### src/rtl/shifter_pkg.sv
// Shared definitions for the pipelined barrel shifter: op encodings and
// the helper that splits the shift amount into per-stage bit groups.
package shifter_pkg;

  typedef logic [1:0] shift_op_t;

  localparam shift_op_t OP_SLL = 2'b00;
  localparam shift_op_t OP_SRL = 2'b01;
  localparam shift_op_t OP_SRA = 2'b10;
  localparam shift_op_t OP_ROL = 2'b11;

  // Number of shamt bits resolved per stage; the last stage takes what is left.
  function automatic int stage_bits(input int stages, input int shamt_w);
    return (shamt_w + stages - 1) / stages;
  endfunction

endpackage

### src/rtl/shift_stage.sv
// One registered shifter stage: applies shamt bits [LO_BIT +: NBITS] and
// holds the result behind a valid/ready slice. ROL is built only with SHIFTER_ROTATE_EN.
module shift_stage
  import shifter_pkg::*;
#(
  parameter int WIDTH   = 32,
  parameter int SHAMT_W = $clog2(WIDTH),
  parameter int LO_BIT  = 0,
  parameter int NBITS   = 1
) (
  input  logic               clk,
  input  logic               reset,
  input  logic               up_valid,
  output logic               up_ready,
  input  logic [WIDTH-1:0]   up_data,
  input  shift_op_t          up_op,
  input  logic [SHAMT_W-1:0] up_shamt,
  output logic               dn_valid,
  input  logic               dn_ready,
  output logic [WIDTH-1:0]   dn_data,
  output shift_op_t          dn_op,
  output logic [SHAMT_W-1:0] dn_shamt
);

  logic [WIDTH-1:0] shifted;

  // Handshake: a transfer happens on valid && ready at either side. The
  // slice accepts whenever it is empty or its content leaves this cycle,
  // so bubbles are squeezed out even while the tail is stalled.
  assign up_ready = !dn_valid || dn_ready;

  // Arithmetic right shift keeps the MSB, so the sign survives every stage.
  always_comb begin
    shifted = up_data;
    for (int i = 0; i < SHAMT_W; i++) begin
      if (i >= LO_BIT && i < LO_BIT + NBITS && up_shamt[i]) begin
        case (up_op)
          OP_SRL: shifted = shifted >> (1 << i);
          OP_SRA: shifted = WIDTH'($signed(shifted) >>> (1 << i));
`ifdef SHIFTER_ROTATE_EN
          OP_ROL: shifted = (shifted << (1 << i)) | (shifted >> (WIDTH - (1 << i)));
`endif
          default: shifted = shifted << (1 << i);
        endcase
      end
    end
  end

  always_ff @(posedge clk or posedge reset) begin
    if (reset) begin
      dn_valid <= 1'b0;
      dn_data  <= '0;
      dn_op    <= OP_SLL;
      dn_shamt <= '0;
    end else if (up_ready) begin
      dn_valid <= up_valid;
      if (up_valid) begin
        dn_data  <= shifted;
        dn_op    <= up_op;
        dn_shamt <= up_shamt;
      end
    end
  end

endmodule

### src/rtl/pipe_shifter.sv
// Pipelined barrel shifter (SLL/SRL/SRA/ROL) with valid/ready backpressure.
// Define SHIFTER_ROTATE_EN to build rotate-left; otherwise op=11 acts as SLL.
module pipe_shifter
  import shifter_pkg::*;
#(
  parameter int WIDTH   = 32,
  parameter int SHAMT_W = $clog2(WIDTH),
  parameter int STAGES  = 2
) (
  input  logic               clk,
  input  logic               reset,
  input  logic               in_valid,
  output logic               in_ready,
  input  logic [WIDTH-1:0]   in_data,
  input  logic [SHAMT_W-1:0] in_shamt,
  input  shift_op_t          in_op,
  output logic               out_valid,
  input  logic               out_ready,
  output logic [WIDTH-1:0]   out_data
);

  localparam int GROUP = stage_bits(STAGES, SHAMT_W);

  // Index k is the input side of stage k; index STAGES is the pipeline output.
  logic               valid_p [0:STAGES];
  logic               ready_p [0:STAGES];
  logic [WIDTH-1:0]   data_p  [0:STAGES];
  shift_op_t          op_p    [0:STAGES];
  logic [SHAMT_W-1:0] shamt_p [0:STAGES];

  assign valid_p[0]      = in_valid;
  assign data_p[0]       = in_data;
  assign op_p[0]         = in_op;
  assign shamt_p[0]      = in_shamt;
  assign in_ready        = ready_p[0];
  assign ready_p[STAGES] = out_ready;
  assign out_valid       = valid_p[STAGES];
  assign out_data        = data_p[STAGES];

  // Op and shamt are not needed past the final stage.
  logic unused_tail;
  assign unused_tail = ^{op_p[STAGES], shamt_p[STAGES]};

  for (genvar k = 0; k < STAGES; k++) begin : g_stage
    localparam int LO   = k * GROUP;
    localparam int LEFT = SHAMT_W - LO;
    localparam int NB   = (LEFT <= 0) ? 0 : ((LEFT < GROUP) ? LEFT : GROUP);

    shift_stage #(
      .WIDTH   (WIDTH),
      .SHAMT_W (SHAMT_W),
      .LO_BIT  (LO),
      .NBITS   (NB)
    ) u_stage (
      .clk      (clk),
      .reset    (reset),
      .up_valid (valid_p[k]),
      .up_ready (ready_p[k]),
      .up_data  (data_p[k]),
      .up_op    (op_p[k]),
      .up_shamt (shamt_p[k]),
      .dn_valid (valid_p[k+1]),
      .dn_ready (ready_p[k+1]),
      .dn_data  (data_p[k+1]),
      .dn_op    (op_p[k+1]),
      .dn_shamt (shamt_p[k+1])
    );
  end

endmodule

### config.mk
export PLATFORM = sky130hd
export DESIGN_NAME = pipe_shifter
export DESIGN_NICKNAME = d
export VERILOG_FILES = /design/src/rtl/shifter_pkg.sv /design/src/rtl/shift_stage.sv /design/src/rtl/pipe_shifter.sv
export SDC_FILE = /design/constraint.sdc
export NUM_CORES = 1
export LEC_CHECK = 0
export BUFFER_PORTS_ARGS = -buffer_cell sky130_fd_sc_hd__clkbuf_2
export CAP_MARGIN = 20
export CORE_ASPECT_RATIO = 1.1
export CORE_MARGIN = 4
export CORE_UTILIZATION = 35
export DETAILED_ROUTE_END_ITERATION = 6
export HOLD_SLACK_MARGIN = 0.08
export PLACE_DENSITY_LB_ADDON = 0.25
export SYNTH_ARGS = -nofsm -noshare
export SYNTH_HDL_FRONTEND = slang
export SYNTH_HIERARCHICAL = 1
export SYNTH_SLANG_ARGS = --single-unit
### constraint.sdc
create_clock -name clk -period 3.9 [get_ports clk]
set_clock_uncertainty 0.2 [all_clocks]
set_input_delay 0.78 -clock clk [delete_from_list [all_inputs] [get_ports clk]]
set_output_delay 0.78 -clock clk [all_outputs]
set_load 0.03 [all_outputs]
==> metrics <==
clock transition at the register clock pins on the worst setup and hold paths after CTS=0.06 ns; count of standard-cell rows=51; overflow left after global routing=0; Inserted Clock Buffers=9; GRT Total Usage=0.232; setup TNS=0 ns; number of top-level design ports=77; estimated wirelength of the detail-placed design=17.7 mm; setup repair bufs after CTS=0; number of max-capacitance violations reported=0; IO Port Bufs=76; clock latency at the later pin of the worst-skew pair=0.34 ns; crit path kind=primary input to flip-flop; average detailed-routed wire length per instance=21.5 um; count of unresolved DRC violations after routing=0; synthesized area=0.00646 sq mm; total number of yosys warnings=6; Detail Route Antenna Nets=0; max-slew violation count=0; worst vdd ir=0.215 mV; overall power consumption=3270 uW; CTS resizes=0; Syn Nets=894; status=finished, final reports clean; leakage power=0.00293 uW; count of vias placed by the detailed router=7,121; length of the first detailed-routing pass in iterations=6; Worst slew margin=0.385; Fill cells=1,891; startpoint type of the worst setup path=primary input; Tightest Pin Transition=0.922 ns; setup repair after global routing missed its margin=no; highest fanout seen on the critical path=16; Critical Path Sink Type=flip-flop; sum of routed wire length over all layers=23.9 mm; share of cells above drive strength 1=0.179; count of inserted antenna diode cells=0; critical path required time=3.94 ns; Final #Nets=921; cell at the root of the clock tree=clkbuf_16; effective utilization at floorplan=0.360; htree depth=3; maximum number of pins on one net before global-route repair=79; buffer depth of the longest clock path=2; data arrival at the endpoint of the critical path=2.92 ns; y dimension of the die=150 um; CTS tree=done; highest clock rate=347 MHz; wire length of the first global-routing pass=37.5 mm; Tmin final=2.88 ns; cell count after placement=1,100; Vias/cell=6.38; Finish-stage setup viols=0; synthesis-to-finish area growth=11.9%; Die Wd=138 um; post-route clock period utilization=0.740; number of cells in the finished layout apart from fillers=1,116; Die ar.=0.0207 sq mm; global placement routability congestion=0.955; number of sinks driven by the clock tree=70; final count of hold timing violations=0; area of the core=0.0179 sq mm; type of the most critical hold path=flip-flop to flip-flop; hold buffers post-CTS=0; number of global-route vias before repair=6,382; Iter 0 DRT Violations=901; cell count after synthesis=846; syn avg cell area=7.63 sq um; ratio of total power to cell area=453 mW/mm^2; antenna violations before repair=0
## layer usage
layer / global-route usage / vias up / part of all wire
met1: 0.352 / 3348 / 0.45
met5: 0 / - / 0
met3: 0.0448 / 42 / 0.10
met4: 0.0709 / 0 / 0.028
met2: 0.329 / 460 / 0.42
li1: - / 3271 / -
## placed cells by master, fill, tap and decap left out, types with 5 or more instances in the layout
cell type / instances
nand2_1: 92
nor2_1: 92
clkbuf_2: 75
dfrtp_1: 69
a21oi_1: 58
o21ai_0: 40
nand3_1: 37
a31oi_1: 26
nand2b_1: 25
buf_4: 24
o211ai_1: 23
a221o_1: 21
a221oi_1: 18
nor2b_1: 17
o21ai_1: 16
mux2_2: 16
nor3_1: 15
a311oi_1: 14
a211oi_1: 13
o31ai_1: 12
a21o_1: 11
inv_1: 10
clkbuf_16: 9
o221ai_1: 8
a32o_1: 8
a32oi_1: 7
mux2i_1: 6
o2111ai_1: 6
and2_1: 6
or2_2: 5
o22ai_1: 5
## report_power, final
group | internal, uW | switching, uW
Sequential | 892 | 217
Combinational | 466 | 868
Clock | 510 | 319
Total | 1870 | 1400
## cell type report
cell class                 count  area, sq um  share of cell area
clock buffer                  10          239              0.0331
clock inverter                 6         61.3             0.00848
inverter                      14         52.6             0.00727
multi-input combinational    676         4220               0.584
sequential                    70         1750               0.243
tap                          238          298              0.0412
timing repair buffer         102          601              0.0831
## final timing paths
path,from,endpoint,slack [ns],cells after the start
worst min-delay path,g_stage[1].u_stage/dn_data[17],g_stage[1].u_stage/dn_data[17],0.28,2
worst max register to register,g_stage[1].u_stage/dn_valid,g_stage[0].u_stage/dn_data[15],1.31,7
worst min register to register,g_stage[1].u_stage/dn_data[17],g_stage[1].u_stage/dn_data[17],0.28,2
max in group asynchronous,reset,g_stage[0].u_stage/dn_shamt[3],2.81,3
worst max-delay path,in_op[0],g_stage[0].u_stage/dn_data[19],1.02,8
min in group asynchronous,reset,g_stage[1].u_stage/dn_valid,0.32,3
## registers in the layout (all words and copies together), names as in the netlist
name / flops
g_stage.u_stage/dn_data: 64
g_stage.u_stage/dn_op: 2
g_stage.u_stage/dn_shamt: 2
g_stage.u_stage/dn_valid: 2
## worst max-delay path, stage by stage
cell	delay, ns
clkbuf_2	0.10
inv_1	0.07
ha_2	0.35
or2_1	0.62
a311oi_1	0.27
o21ai_0	0.37
a21oi_1	0.12
a311oi_1	0.23
## per-stage QoR
step | cell area (sq um) | hold WS [ns] | setup slack (ns) | util
2_1_floorplan | 6460 | 0.275 | 1.19 | -
3_3_place_gp | 6930 | 0.263 | 0.720 | 0.386
3_5_place_dp | 6930 | 0.271 | 0.733 | 0.386
4_1_cts | 7230 | 0.283 | 1.08 | 0.403
5_1_grt | 7230 | 0.297 | 0.888 | 0.403
6_report | 7230 | 0.277 | 1.02 | 0.403
No activity file was read; power rests on OpenSTA's default activity.
